$ cat src/rtl/avalon_cmd_master.sv
// rtl/avalon_cmd_master.sv - valid/ready command port to single Avalon-MM transfers with waitrequest timeout
module avalon_cmd_master #(
  parameter int ADDR_WIDTH = 11,
  parameter int TIMEOUT    = 64
) (
  input  logic                  iClk,
  input  logic                  iReset,
  input  logic                  iCmdValid,
  output logic                  oCmdReady,
  input  logic                  iCmdWrite,
  input  logic [ADDR_WIDTH-1:0] iCmdAddress,
  input  logic [3:0]            iCmdByteenable,
  input  logic [31:0]           iCmdWritedata,
  output logic                  oRspValid,
  input  logic                  iRspReady,
  output logic [31:0]           oRspReaddata,
  output logic                  oRspError,
  output logic [7:0]            oErrCount,
  output logic [ADDR_WIDTH-1:0] avm_address,
  output logic [3:0]            avm_byteenable,
  output logic                  avm_read,
  output logic                  avm_write,
  output logic [31:0]           avm_writedata,
  input  logic [31:0]           avm_readdata,
  input  logic                  avm_waitrequest
);

  typedef enum logic [1:0] {IDLE, ACCESS, RESP} state_t;

  localparam logic [7:0] WAIT_LAST = 8'(TIMEOUT - 1);

  state_t     state, state_nxt;
  logic [7:0] wait_cnt;
  logic       cmd_write;
  logic       cmd_fire;
  logic       misaligned;
  logic       xfer_done;
  logic       timed_out;

  assign cmd_fire   = iCmdValid && (state == IDLE);
  assign misaligned = (iCmdAddress[1:0] != 2'b00);
  assign xfer_done  = (state == ACCESS) && !avm_waitrequest;
  assign timed_out  = (state == ACCESS) && avm_waitrequest && (wait_cnt == WAIT_LAST);

  always_ff @(posedge iClk) begin
    if (iReset) state <= IDLE;
    else        state <= state_nxt;
  end

  always_comb begin
    state_nxt = state;
    oCmdReady = 1'b0;
    oRspValid = 1'b0;
    case (state)
      IDLE: begin
        oCmdReady = 1'b1;
        if (iCmdValid) state_nxt = misaligned ? RESP : ACCESS;
      end
      ACCESS: begin
        if (xfer_done || timed_out) state_nxt = RESP;
      end
      RESP: begin
        oRspValid = 1'b1;
        if (iRspReady) state_nxt = IDLE;
      end
      default: state_nxt = IDLE;
    endcase
  end

  // Bus request, response payload, wait counter and error tally
  always_ff @(posedge iClk) begin
    if (iReset) begin
      avm_address    <= '0;
      avm_byteenable <= '0;
      avm_writedata  <= '0;
      avm_read       <= 1'b0;
      avm_write      <= 1'b0;
      cmd_write      <= 1'b0;
      wait_cnt       <= '0;
      oRspReaddata   <= '0;
      oRspError      <= 1'b0;
      oErrCount      <= '0;
    end else begin
      if (cmd_fire) begin
        avm_address    <= iCmdAddress;
        avm_byteenable <= iCmdByteenable;
        avm_writedata  <= iCmdWritedata;
        cmd_write      <= iCmdWrite;
        wait_cnt       <= '0;
        if (misaligned) begin
          oRspError    <= 1'b1;
          oRspReaddata <= '0;
          if (oErrCount != 8'hFF) oErrCount <= oErrCount + 8'd1;
        end else begin
          avm_write <= iCmdWrite;
          avm_read  <= !iCmdWrite;
        end
      end

      if (xfer_done) begin
        avm_read     <= 1'b0;
        avm_write    <= 1'b0;
        oRspReaddata <= cmd_write ? 32'h0 : avm_readdata;
        oRspError    <= 1'b0;
      end else if (timed_out) begin
        avm_read     <= 1'b0;
        avm_write    <= 1'b0;
        oRspReaddata <= '0;
        oRspError    <= 1'b1;
        if (oErrCount != 8'hFF) oErrCount <= oErrCount + 8'd1;
      end else if (state == ACCESS) begin
        wait_cnt <= wait_cnt + 8'd1;
      end
    end
  end

endmodule

$ cat config.mk
export PLATFORM = sky130hd
export DESIGN_NAME = avalon_cmd_master
export DESIGN_NICKNAME = d
export VERILOG_FILES = /design/src/rtl/avalon_cmd_master.sv
export SDC_FILE = /design/constraint.sdc
export NUM_CORES = 1
export LEC_CHECK = 0
export ABC_AREA = 1
export BUFFER_PORTS_ARGS = -buffer_cell sky130_fd_sc_hd__buf_2
export CAP_MARGIN = 25
export CORE_ASPECT_RATIO = 1.1
export CORE_MARGIN = 2
export CORE_UTILIZATION = 40
export DETAILED_ROUTE_END_ITERATION = 7
export GPL_TIMING_DRIVEN = 0
export PLACE_DENSITY_LB_ADDON = 0.2
export SETUP_SLACK_MARGIN = 0.3
export SLEW_MARGIN = 30
export SYNTH_ARGS = -nofsm -noshare
export SYNTH_HDL_FRONTEND = slang
export SYNTH_SLANG_ARGS = --single-unit
$ cat constraint.sdc
create_clock -name iClk -period 1.4 [get_ports iClk]
set_input_delay 0.21 -clock iClk [delete_from_list [all_inputs] [get_ports iClk]]
set_output_delay 0.21 -clock iClk [all_outputs]
set_load 0.005 [all_outputs]
Word-level counts from Yosys, hierarchy flattened
Cells that the tools add are included.
{"block": "word_totals", "mem_bits_ro": 0, "elab_cells": 65, "output_inout_bits": 92, "mem_bits_rw": 0, "regBits": 101, "n_memories": 0, "latch_bits": 0}
{"block": "classes", "addsub": 2, "div": 0, "n_reduce_logical": 19, "n_eq_ne": 7, "n_mul": 0, "n_lt_le_gt_ge": 0, "bitwise_logic": 1, "muxes": 25, "shift": 0}
{"operator": "32-bit two-way mux", "count": 5}
{"operator": "8-bit two-way mux", "count": 10}
{"operator": "8-bit by 1-bit adder with 8-bit output, second input constant", "count": 2}
{"operator": "8-bit by 6-bit == test with 1-bit output, second input constant", "count": 1}
{"operator": "2-bit two-way mux", "count": 4}
{"operator": "8-bit != test, second input constant", "count": 1}
{"operator": "2-bit one-hot mux with 3 select lines", "count": 1}
{"operator": "2-bit AND reduction", "count": 3}
{"operator": "2-bit nonzero test", "count": 3}
{"operator": "3-bit nonzero test", "count": 2}
{"operator": "1-bit two-way mux", "count": 5}
{"operator": "1-bit logical AND", "count": 4}
{"operator": "2-bit != test, second input constant", "count": 2}
{"operator": "3-bit AND reduction", "count": 1}
{"operator": "3-bit OR reduction", "count": 1}
{"operator": "2-bit by 1-bit == test with 1-bit output, second input constant", "count": 1}
{"operator": "2-bit == test, second input constant", "count": 1}
{"operator": "1-bit logical NOT", "count": 2}
{"operator": "2-bit logical NOT", "count": 1}
{"operator": "2-bit by 1-bit != test with 1-bit output, second input constant", "count": 1}
{"operator": "2-bit OR reduction", "count": 1}
{"operator": "1-bit logical OR", "count": 1}
{"operator": "1-bit NOT", "count": 1}

Logic depth before layout (Yosys ltp)
Gate-level depths: netlist of run 1.
{"block": "logic_depth", "depth_word": 7, "depth_mapped": 12, "depth_no_buf": 12}

Worst setup path before layout of run 1
OpenSTA, ideal clock, no wires.
{"block": "synth_timing", "path_kind": "flip-flop to flip-flop", "start": "reg wait_cnt[1]", "end": "reg oErrCount[2]", "setup_ns": 0.115, "synth_period_minus_slack_ns": 1.443, "slack_ns": -0.043, "stages_incl_launch_ff": 11, "arrival_ns": 1.328, "path_cell_list": "dfxtp_1 ha_1 nand2_1 inv_1 nand3_2 nor2_2 nand2_1 a21oi_4 nand3_1 nand2_1 nor2_1"}
{"block": "synth_between", "elab_chain_cells": 4}
{"item": "start: declaration", "line": "33", "source": "logic [7:0] wait_cnt;"}
{"item": "start signal: assignment", "line": "112", "source": "wait_cnt <= wait_cnt + 8'd1;"}
{"item": "8-bit by 6-bit == test with 1-bit output", "line": "43", "source": "assign timed_out = (state == ACCESS) && avm_waitrequest && (wait_cnt == WAIT_LAST);"}
{"item": "1-bit logical AND", "line": "43"}
{"item": "8-bit two-way mux", "line": "105", "source": "end else if (timed_out) begin"}
{"item": "8-bit two-way mux", "line": "100", "source": "if (xfer_done) begin"}
{"item": "end signal: assignment", "line": "93", "source": "if (oErrCount != 8'hFF) oErrCount <= oErrCount + 8'd1;"}
{"item": "end signal: assignment", "line": "110", "source": "if (oErrCount != 8'hFF) oErrCount <= oErrCount + 8'd1;"}
{"item": "end: declaration", "line": "18", "source": "output logic [7:0] oErrCount,"}
Every way passes these cells.
A chain may end at the register's enable or synchronous reset.

Worst setup path after layout of run 1
{"block": "layout_timing", "start": "reg wait_cnt[0]", "end": "reg wait_cnt[3]"}
{"block": "layout_between", "elab_chain_cells": 4, "elab_cells_between_ends": 6}
{"item": "8-bit by 1-bit adder with 8-bit output or 8-bit by 6-bit == test with 1-bit output (tied branches)", "line": "112, 43"}
{"item": "8-bit two-way mux or 1-bit logical AND (tied branches)", "line": "111, 43"}
{"item": "8-bit two-way mux *", "line": "105"}
{"item": "8-bit two-way mux *", "line": "100"}
Mark *: on every way between the ends. The rest lies on a longest branch, timed or not.

==> metrics.md, run 1 <==
| Metric | Value |
|---|---|
| Run status | complete, but fails checks |
| Failing checks | negative setup slack |
| Hold crit path type | in -> reg |
| Count leader, synth | nor2_1 |
| Worst Hold Launch | iCmdAddress[10] |
| Endpoints failing setup | 49 |
| Design area | around 7000 µm² |
| Layout cell share with drive strength beyond 1 | 0.615 |
| Total CTS buffers | 9 |
| Routability congestion estimate | 0.864 |
| CP Capture Type | flop |
| Post-CTS Hold Buffers | 0 |
| Synthesized area | between 3000 and 4000 µm² |
| Core Footprint | 9400 µm² |
| Cells after synthesis | around 510 |
| RSZ-0062 raised after global routing | true |
| Worst path cell trace | ha_4, nand2_4, inv_4, nand3_4, nor2_4, nor2_4, nand2_4, inv_8, nand2_2, nand2_1, nand2_1, nor2_1 |
| Row count | 37 |
| Fmax achieved | around 630 MHz |
| Buf/Inv on CP | 2 |
| Synth area leader | dfxtp_1 |
| CTS tree | built |
| Max-slew violations | 0 |
| Layout fillers | 699 |
| Netlist cell types | 27 |
| Critical R2R Launch | wait_cnt[0]$_SDFF_PP0_ |
| Residual DRC | 0 |
| Pwr dens | 993 nW/µm² |
| Setup TNS | -6.69 ns |
| Most instantiated cells after synthesis | nor2_1, nand2_1, dfxtp_1 |
| Nets | roughly 830 |
| Die Wd | ~98 µm |
| Worst Path Required | 1.68 ns |
| Syn_area_per_cell | ~7.6 µm² |
| Power, Total | roughly 6.8 mW |
| Max Cap Viol | 0 |
| Hold depth | 3 |
| Setup Skew | 0.0127 ns |
| Vias in the first global route | roughly 4300 |
| Final period util | 1.13 |
| Flops & latches, synth | between 100 and 150 |
| Slowest Stage Delay on Critical Path | around 0.4 ns |
| Hold Crit Endpoint | avm_address[10]$_SDFFE_PP0P_ |
| Syn nets | ~600 |
| Initial antenna violation count | 2 |
| Post-synth EDFFs | 0 |
| Placed instance area | 5020 µm² |
| Post-place setup slack | -0.243 ns |
| GR Overflow Total | 0 |
| Prevailing post-synth register cell | dfxtp_1 |
| Setup ws final | -0.185 ns |
| Lkg Pwr | a little over 3 nW |
| Largest net degree at the start of global routing | 17 |
| Via count | about 4300 |
| Port bufs | between 150 and 200 |
| Starting Density | 0.412 |
| Clock Pin Slew Worst Setup and Hold Paths | 0.10 ns |
| P&R area growth vs syn | 76.1% |
| Hpwl dp | just under 8 mm |
| Die ar. | approximately 10000 µm² |
| Startpoint types | flop |
| Worst relative slew slack | 0.488 |
| Total GRT Usage | 0.231 |
| Slew @ Worst Pin | 0.767 ns |
| YS warnings | 0 |
| Crit-path slowest cell | dfxtp_4 |
| Worst vdd ir | ~0.76 mV |
| Later-pin clock latency in the skew report | ~0.38 ns |
| Vias per cell | roughly 5 |
| Flop2flop setup slack | -0.18 ns |
| Root buf cell | clkbuf_8 |
| Routed Antenna Nets | 0 |
| Async S/R FF share, synth | 0 |
| Pre-antenna DRT Iters | 4 |
| Worst reg2reg endpoint | wait_cnt[3]$_SDFF_PP0_ |
| Crit path time final | ~1.6 ns |
| Register area share after synthesis | 0.522 |
| Top cell type's share of synthesized area | 0.522 |
| Final hold vios | 0 |
| Crit Path Class | reg -> reg |
| Crit-path leading delay family | simple AND/OR/NAND/NOR gates |
| Htree depth | 3 |
| Clk sinks | 101 |
| Top post-synthesis cells by area | dfxtp_1, nor2_1, nand2_1 |
| Critical path arrival | 1.86 ns |
| CP max FO | 8 |
| First-pass GRT wire length | around 20 mm |
| R2R cell count | 12 |
| DR iter-0 viols | 191 |
| Fin util | 0.726 |
| Total Wirelength | approximately 13 mm |
| Die height | around 110 µm |
| Avg WL per Cell | 15.4 µm |
| CTS max path bufs | 2 |
| I/O pins | about 180 |
how the worst max path moves through the flow:
stage / from / end / slack (ns) / cells after the start
2_1_floorplan: wait_cnt[1]$_SDFF_PP0_ / oErrCount[2]$_SDFF_PP0_ / -0.02 / 10
3_3_place_gp: state[0]$_SDFFE_PP0P_ / oRspReaddata[25]$_SDFFE_PP0P_ / -0.19 / 9
3_5_place_dp: state[0]$_SDFFE_PP0P_ / oRspReaddata[23]$_SDFFE_PP0P_ / -0.24 / 9
4_1_cts: wait_cnt[0]$_SDFF_PP0_ / oRspReaddata[23]$_SDFFE_PP0P_ / -0.09 / 9
5_1_grt: wait_cnt[0]$_SDFF_PP0_ / wait_cnt[3]$_SDFF_PP0_ / -0.26 / 12
6_report: wait_cnt[0]$_SDFF_PP0_ / wait_cnt[3]$_SDFF_PP0_ / -0.18 / 12
report_power, final:
part / internal (mW) / switching, mW
Combinational: 0.777 / 0.766
Clock: 1.05 / 1.04
Sequential: 3.04 / 0.106
Total: 4.87 / 1.91
tightest hold or removal path: cells and delay by family:
| family | cells | cell delay, ns |
|---|---|---|
| buf+inv | 1 | 0.09 |
| simple gates | 2 | 0.11 |
final cells by class:
cell class,instances,area (µm²),area share
clock inverter,6,86.3,0.0126
timing repair buffer,216,1440,0.211
clock buffer,10,138,0.0202
tap,117,146,0.0214
timing repair inverter,1,11.3,0.00165
multi-input combinational,362,2500,0.366
inverter,23,118,0.0172
sequential,101,2060,0.302
buffer,27,325,0.0477
antenna,2,5.00,0.000733
routing by layer:
metal / track usage / routed length, µm / up-vias
li1: - / - / 2124
met1: 0.253 / 5240 / 2025
met2: 0.416 / 6860 / 150
met3: 0.0639 / 786 / 29
met4: 0.102 / 401 / 0
met5: 0 / 0 / -
metrics by stage:
stage          instances  hold WS (ns)
2_1_floorplan        512         0.345
3_3_place_gp         804         0.432
3_5_place_dp         804         0.439
4_1_cts              845        0.0398
5_1_grt              865        0.0732
6_report             865        0.0700
state kept, by name (all words and copies together), names as in the netlist:
| signal | flops |
|---|---|
| cmd_write | 1 |
| avm_write | 1 |
| oRspReaddata | 32 |
| wait_cnt | 8 |
| oErrCount | 8 |
| avm_byteenable | 4 |
| state | 2 |
| avm_address | 11 |
| avm_read | 1 |
| oRspError | 1 |
| avm_writedata | 32 |
timing repair:
action	CTS	global route
pin swaps	42	41
setup endpoints to repair	107	116
resized for setup	165	158
gates cloned	13	2
buffers inserted	12	16
cells in the final DEF (no fill, tap or decap), types with 2 or more instances in the layout:
| cell | n |
|---|---|
| buf_8 | 9 |
| inv_2 | 3 |
| nor2_4 | 41 |
| inv_1 | 15 |
| nand2_1 | 53 |
| a21oi_2 | 42 |
| buf_4 | 21 |
| clkinv_2 | 2 |
| buf_12 | 4 |
| inv_8 | 2 |
| nand2_2 | 29 |
| nand3_2 | 5 |
| a21oi_1 | 8 |
| diode_2 | 2 |
| nor2_2 | 14 |
| dfxtp_2 | 17 |
| dfxtp_1 | 80 |
| o21ai_4 | 2 |
| bufinv_16 | 2 |
| nand2_4 | 23 |
| nor3_1 | 2 |
| clkbuf_8 | 12 |
| nand3_4 | 2 |
| dfxtp_4 | 4 |
| o21ai_1 | 5 |
| inv_4 | 3 |
| xor2_1 | 3 |
| o21ai_2 | 13 |
| nor2_1 | 65 |
| buf_2 | 172 |
| o21ai_0 | 35 |
| buf_16 | 3 |
| clkbuf_1 | 9 |
| buf_6 | 12 |
| clkbuf_16 | 10 |
| nand3_1 | 9 |
cells by family after synthesis:
| logic type | after synthesis | share of synthesized area |
|---|---|---|
| adders and majority gates | 2 | 0.00645 |
| xor gates and xnor gates | 3 | 0.00678 |
| AOI/OAI and AO/OA | 108 | 0.148 |
| and+or+nand+nor | 248 | 0.261 |
| DFF | 101 | 0.522 |
| buffers and inverters | 50 | 0.0562 |
No activity file was read; power rests on OpenSTA's default activity.
==> run 2: changes to the inputs <==
Settings changed: BUFFER_PORTS_ARGS -buffer_cell sky130_fd_sc_hd__buf_2 to -buffer_cell sky130_fd_sc_hd__clkbuf_2.
==> metrics.md, run 2 (synthesized netlist as in run 1, its figures left out) <==
| Metric | Value |
|---|---|
| Design area | 6670 µm² (-2.2%) |
| Max Cap Viol | 0 (unchanged) |
| Die Wd | 97.9 µm (unchanged) |
| Nets | 830 (+0.24%) |
| Residual DRC | 0 (unchanged) |
| Worst setup path end | avm_writedata[23]$_SDFFE_PP0P_ |
| Most frequent cells in the layout | clkbuf_2, nand2_1, nor2_1 |
| R2R cell count | 10 (-2) |
| Die ar. | 10500 µm² (unchanged) |
| Pint | 4.86 mW (about the same) |
| Htree depth | 3 (unchanged) |
| Routability congestion estimate | 0.860 (-0.49%) |
| Failing checks | negative setup slack |
| CP Capture Type | flop |
| Lkg Pwr | 2.92 nW (-3.9%) |
| Clock network power share | 0.310 (+0.002) |
| Placed instance area | 5020 µm² (unchanged) |
| Top flop regs | avm_writedata: 32 flops, oRspReaddata: 32 flops, avm_address: 11 flops |
| CTS max path bufs | 2 (unchanged) |
| Vias per cell | 4.95 (-1.1%) |
| Layout fillers | 703 (+0.57%) |
| Fin util | 0.710 (-0.0162) |
| Final period util | 1.10 (-0.0295) |
| Commonest non-fill, non-tap cell in the layout | clkbuf_2 |
| Sequential Power Share | 0.467 (+0.003) |
| Row count | 37 (unchanged) |
| CP max FO | 6 (-2) |
| Flop2flop setup slack | -0.14 ns (+0.04 ns) |
| Worst reg2reg endpoint | avm_writedata[23]$_SDFFE_PP0P_ |
| Setup Skew | 0.0112 ns (-0.00154 ns) |
| Worst Path Required | 1.66 ns (-0.02 ns) |
| Power, Total | 6.77 mW (-0.14%) |
| Critical path origin | state[1]$_SDFFE_PP0P_ |
| Hold slack final | 0.0590 ns (-0.0110 ns) |
| GR Overflow Total | 0 (unchanged) |
| First-pass GRT wire length | 19.3 mm (-1.6%) |
| Crit Path Class | reg -> reg |
| Via count | 4282 (-1.1%) |
| Startpoint types | flop |
| Routed Antenna Nets | 0 (unchanged) |
| CTS tree | built |
| Port bufs | 175 (unchanged) |
| RSZ-0062 raised after global routing | true |
| Run status | complete, but fails checks |
| DR iter-0 viols | 192 (+0.52%) |
| Setup ws final | -0.144 ns (+0.0413 ns) |
| Total CTS buffers | 9 (unchanged) |
| I/O pins | 177 (unchanged) |
| Final hold vios | 0 (unchanged) |
| Logic pwr share | 0.223 (-0.005) |
| Later-pin clock latency in the skew report | 0.37 ns (about the same) |
| Total GRT Usage | 0.227 (-0.00418) |
| Avg WL per Cell | 14.7 µm (-4.2%) |
| Worst Hold Launch | iCmdAddress[10] |
| Antenna Cells | 0 (-2) |
| Vias in the first global route | 4186 (-1.9%) |
| Clk sinks | 101 (unchanged) |
| Core Footprint | 9400 µm² (unchanged) |
| Switching power | 1.90 mW (-0.27%) |
| Switching share of total power | 0.281 (-0.000373) |
| Hold crit path type | in -> reg |
| Worst relative slew slack | 0.519 (+0.0303) |
| Clock Pin Slew Worst Setup and Hold Paths | 0.10 ns (about the same) |
| Pwr dens | 1010 nW/µm² (+2.1%) |
| Pre-antenna DRT Iters | 4 (unchanged) |
| Initial antenna violation count | 0 (-2) |
| Worst vdd ir | 0.634 mV (-17%) |
| P&R area growth vs syn | 72.2% |
| Total Wirelength | 12.7 mm (-4.2%) |
| Max-slew violations | 0 (unchanged) |
| Slew @ Worst Pin | 0.722 ns (-0.0454 ns) |
| Endpoints failing setup | 95 (+94%) |
| Crit path time final | 1.54 ns (-0.0413 ns) |
| Hpwl dp | 7.73 mm (-2.0%) |
| Root buf cell | clkbuf_8 |
| Layout cell share with drive strength beyond 1 | 0.615 (about the same) |
| Die height | 107 µm (unchanged) |
| Critical path arrival | 1.81 ns (-0.05 ns) |
| Starting Density | 0.412 (unchanged) |
| Fmax achieved | 648 MHz (+2.7%) |
| Largest net degree at the start of global routing | 17 (unchanged) |
| Critical R2R Launch | state[1]$_SDFFE_PP0P_ |
run 2: cell type report:
| class | instances | area, µm² | area share |
|---|---|---|---|
| multi-input combinational | 362 | 2330 | 0.349 |
| inverter | 23 | 113 | 0.0169 |
| tap | 117 | 146 | 0.0219 |
| sequential | 101 | 2090 | 0.313 |
| timing repair buffer | 217 | 1440 | 0.215 |
| timing repair inverter | 2 | 22.5 | 0.00337 |
| buffer | 27 | 315 | 0.0472 |
| clock inverter | 6 | 86.3 | 0.0129 |
| clock buffer | 10 | 138 | 0.0206 |
run 2: through the flow:
stage          instances  setup slack (ns)  TNS [ns]
5_1_grt              865            -0.203    -11.74
3_3_place_gp         804            -0.189    -11.24
6_report             865            -0.144     -4.90
3_5_place_dp         804            -0.224    -12.98
4_1_cts              854           -0.0771     -2.57
2_1_floorplan        512           -0.0196   -0.0547
run 2: what timing repair did:
action | CTS | global route
resized for setup | 184 | 139
setup buffers | 19 | 10
setup endpoints to repair | 108 | 135
pin swaps | 33 | 49
hold buffers | 0 | 0
gates cloned | 15 | 1
run 2: worst min-delay path by stage:
stage                     depth (start not counted)                              to  slack, ns
final                                             3    avm_address[10]$_SDFFE_PP0P_       0.06
after detailed placement                          3  avm_writedata[17]$_SDFFE_PP0P_       0.44
after global placement                            3  avm_writedata[16]$_SDFFE_PP0P_       0.43
after CTS                                         3  avm_writedata[14]$_SDFFE_PP0P_       0.04
after floorplan                                   2  avm_writedata[20]$_SDFFE_PP0P_       0.34
after global routing                              3  avm_writedata[12]$_SDFFE_PP0P_       0.05
run 2: routing by layer:
layer	vias to the layer above	wire length [µm]	global-route usage
li1	2119	-	-
met1	1977	5090	0.268
met2	156	6520	0.394
met3	30	826	0.0561
met4	0	301	0.0913
met5	-	0	0
run 2: critical path: stages, from the launching register on:
cell and delay, ns:
dfxtp_2 0.35, inv_2 0.10, nand2_4 0.07, nor2_4 0.18
buf_12 0.13, buf_16 0.16, buf_12 0.14, inv_8 0.04
buf_8 0.13, nor2_4 0.08, nor2_1 0.05
run 2: power groups by stage:
stage | registers (mW) | clock network (mW) | logic, mW
final | 3.16 | 2.10 | 1.51
after global routing | 3.18 | 2.23 | 1.62
after CTS | 3.15 | 2.11 | 1.34
after detailed placement | 3.19 | 0 | 0.847
after global placement | 3.19 | 0 | 0.834
after floorplan | 3.20 | 0 | 0.433
==> run 3: changes to the inputs <==
Settings changed: CORE_MARGIN 2 to unset.
==> metrics.md, run 3 (synthesized netlist as in run 1, its figures left out) <==
| Metric | Value |
|---|---|
| Pint | 4.57 mW (-6.1%) |
| Critical path arrival | 1.79 ns (-0.02 ns) |
| R2R cell count | 10 (unchanged) |
| I/O pins | 177 (unchanged) |
| GR Util met1 | 0.291 (+0.0227) |
| Max Cap Viol | 0 (unchanged) |
| Flop2flop setup slack | -0.16 ns (-0.02 ns) |
| GR Util met3 | 0.0563 (+0.000214) |
| Fmax achieved | 639 MHz (-1.3%) |
| CP Capture Type | flop |
| Vias in the first global route | 4082 (-2.5%) |
| Htree depth | 3 (unchanged) |
| Total GRT Usage | 0.239 (+0.0126) |
| Core Footprint | 9400 µm² (unchanged) |
| Logic pwr share | 0.247 (+0.024) |
| Commonest non-fill, non-tap cell in the layout | clkbuf_2 |
| Root buf cell | clkbuf_8 |
| Failing checks | negative setup slack |
| Most Used Layer, Global Route | met2 |
| Most frequent cells in the layout | clkbuf_2, dfxtp_1, nor2_1 |
| Sequential Power Share | 0.477 (+0.010) |
| Critical R2R Launch | wait_cnt[1]$_SDFF_PP0_ |
| Antenna Cells | 0 (unchanged) |
| Clock network power share | 0.276 (-0.034) |
| Worst Path Required | 1.62 ns (-0.04 ns) |
| Met2 usage | 0.415 (+0.0210) |
| Worst relative slew slack | 0.515 (-0.00407) |
| Pwr dens | 954 nW/µm² (-5.9%) |
| Initial antenna violation count | 0 (unchanged) |
| Row count | 37 (unchanged) |
| Clk sinks | 101 (unchanged) |
| Starting Density | 0.412 (unchanged) |
| Routability congestion estimate | 0.786 (-8.6%) |
| Switching power | 2.05 mW (+7.7%) |
| Die Wd | 95.9 µm (-2.0%) |
| Post-CTS Hold Buffers | 0 (unchanged) |
| Switching share of total power | 0.310 (+0.0286) |
| Residual DRC | 0 (unchanged) |
| Setup Skew | 0.0132 ns (+0.00209 ns) |
| Fin util | 0.738 (+0.0276) |
| Die height | 105 µm (-1.9%) |
| Run status | complete, but fails checks |
| Pre-antenna DRT Iters | 4 (unchanged) |
| Crit path time final | 1.56 ns (+0.0210 ns) |
| Largest net degree at the start of global routing | 20 (+3) |
| Post-place setup slack | -0.200 ns (+0.0236 ns) |
| Critical path origin | wait_cnt[1]$_SDFF_PP0_ |
| Total Wirelength | 13.3 mm (+4.7%) |
| Routed Antenna Nets | 0 (unchanged) |
| Placed instance area | 5020 µm² (unchanged) |
| Placed cells | 804 (unchanged) |
| Crit Path Class | reg -> reg |
| Worst reg2reg endpoint | oRspReaddata[2]$_SDFFE_PP0P_ |
| Final period util | 1.12 (+0.0150) |
| DR iter-0 viols | 166 (-14%) |
| Nets | 841 (+1.3%) |
| Worst setup path end | oRspReaddata[2]$_SDFFE_PP0P_ |
| CTS max path bufs | 2 (unchanged) |
| CP max FO | 8 (+2) |
| Vias per cell | 5.02 (+1.4%) |
| Hpwl dp | 7.51 mm (-2.9%) |
| CTS tree | built |
| Startpoint types | flop |
| Max-slew violations | 0 (unchanged) |
| RSZ-0062 raised after global routing | true |
| Port bufs | 175 (unchanged) |
| Later-pin clock latency in the skew report | 0.37 ns (about the same) |
| Final hold vios | 0 (unchanged) |
| Total CTS buffers | 9 (unchanged) |
| Clock Pin Slew Worst Setup and Hold Paths | 0.11 ns (about the same) |
| Top flop regs | avm_writedata: 32 flops, oRspReaddata: 32 flops, avm_address: 11 flops |
| P&R area growth vs syn | 78.9% |
| Hold crit path type | in -> reg |
| Setup ws final | -0.165 ns (-0.0210 ns) |
| Final cell count without fillers | 876 (+1.3%) |
| Setup TNS | -8.44 ns (-3.54 ns) |
| Worst vdd ir | 0.805 mV (+27%) |
| First-pass GRT wire length | 18.8 mm (-2.7%) |
| Endpoints failing setup | 99 (+4.2%) |
| Lkg Pwr | 3.04 nW (+4.4%) |
| GR Overflow Total | 0 (unchanged) |
| Via count | 4395 (+2.6%) |
| FF+latch area | 2080 µm² (-0.54%) |
| Layout fillers | 666 (-5.3%) |
| Design area | 6930 µm² (+3.9%) |
| Avg WL per Cell | 15.2 µm (+3.4%) |
| Die ar. | 10100 µm² (-3.9%) |
| Multi-input gate area | 2480 µm² (+6.4%) |
| Slew @ Worst Pin | 0.728 ns (+0.00611 ns) |
| Layout cell share with drive strength beyond 1 | 0.623 (+0.00822) |
[run 3: cell types whose count changed in the layout (fill, tap and decap cells not counted), sizes merged]
cell,delta
buf,+10
inv,+5
bufinv,-2
clkinv,-1
clkinvlp,-1
[run 3: layout make-up]
| cell class | instances | area share |
|---|---|---|
| plain buffers | 27 | 0.0476 |
| clock inverters | 7 | 0.00902 |
| repair inverters | 2 | 0.00397 |
| multi-input cells | 362 | 0.357 |
| inverters | 23 | 0.0166 |
| repair buffers | 228 | 0.227 |
| clock buffers | 9 | 0.0179 |
| flip-flops and latches | 101 | 0.299 |
| well taps | 117 | 0.0211 |
[run 3: worst max-delay path, stage by stage (launching register included)]
cell and delay (ns):
dfxtp_4 0.38, ha_4 0.14, nand2_2 0.05, inv_2 0.08, nand3_4 0.11, o21ai_4 0.20, nor2_4 0.07, buf_12 0.15
buf_6 0.13, nand2_1 0.06, a21oi_1 0.06
[run 3: power by group through the flow]
stage               sequential (mW)  clock [mW]  combinational [mW]
finish                         3.16        1.83                1.63
global route                   3.18        1.97                1.75
global placement               3.19           0               0.833
detailed placement             3.19           0               0.850
CTS                            3.13        1.83                1.36
floorplan                      3.20           0               0.433
[run 3: how the worst min path moves through the flow]
stage,start,slack [ns],depth (start not counted),to
global placement,iCmdAddress[10],0.43,3,avm_address[10]$_SDFFE_PP0P_
floorplan,iCmdWritedata[20],0.34,2,avm_writedata[20]$_SDFFE_PP0P_
finish,avm_readdata[15],0.06,3,oRspReaddata[15]$_SDFFE_PP0P_
detailed placement,iCmdWritedata[14],0.44,3,avm_writedata[14]$_SDFFE_PP0P_
global route,avm_readdata[25],0.04,3,oRspReaddata[25]$_SDFFE_PP0P_
CTS,iCmdWritedata[30],0.04,3,avm_writedata[30]$_SDFFE_PP0P_
[run 3: repair_timing]
item	in CTS	in global routing
cloned	13	4
pin swaps	38	42
resized for setup	192	160
setup buffers	22	17
endpoints found under the setup margin	108	133
hold endpoints to repair	0	0
[run 3: per-layer routing]
layer / vias to the layer above / part of all wire
met3: 23 / 0.055
met1: 2095 / 0.39
li1: 2135 / -
met5: - / 0
met4: 0 / 0.023
met2: 142 / 0.53
[run 3: per-stage QoR]
step	hold WS (ns)	power [mW]
2_1_floorplan	0.345	3.63
3_3_place_gp	0.434	4.02
3_5_place_dp	0.440	4.04
4_1_cts	0.0405	6.32
5_1_grt	0.0446	6.89
6_report	0.0552	6.62
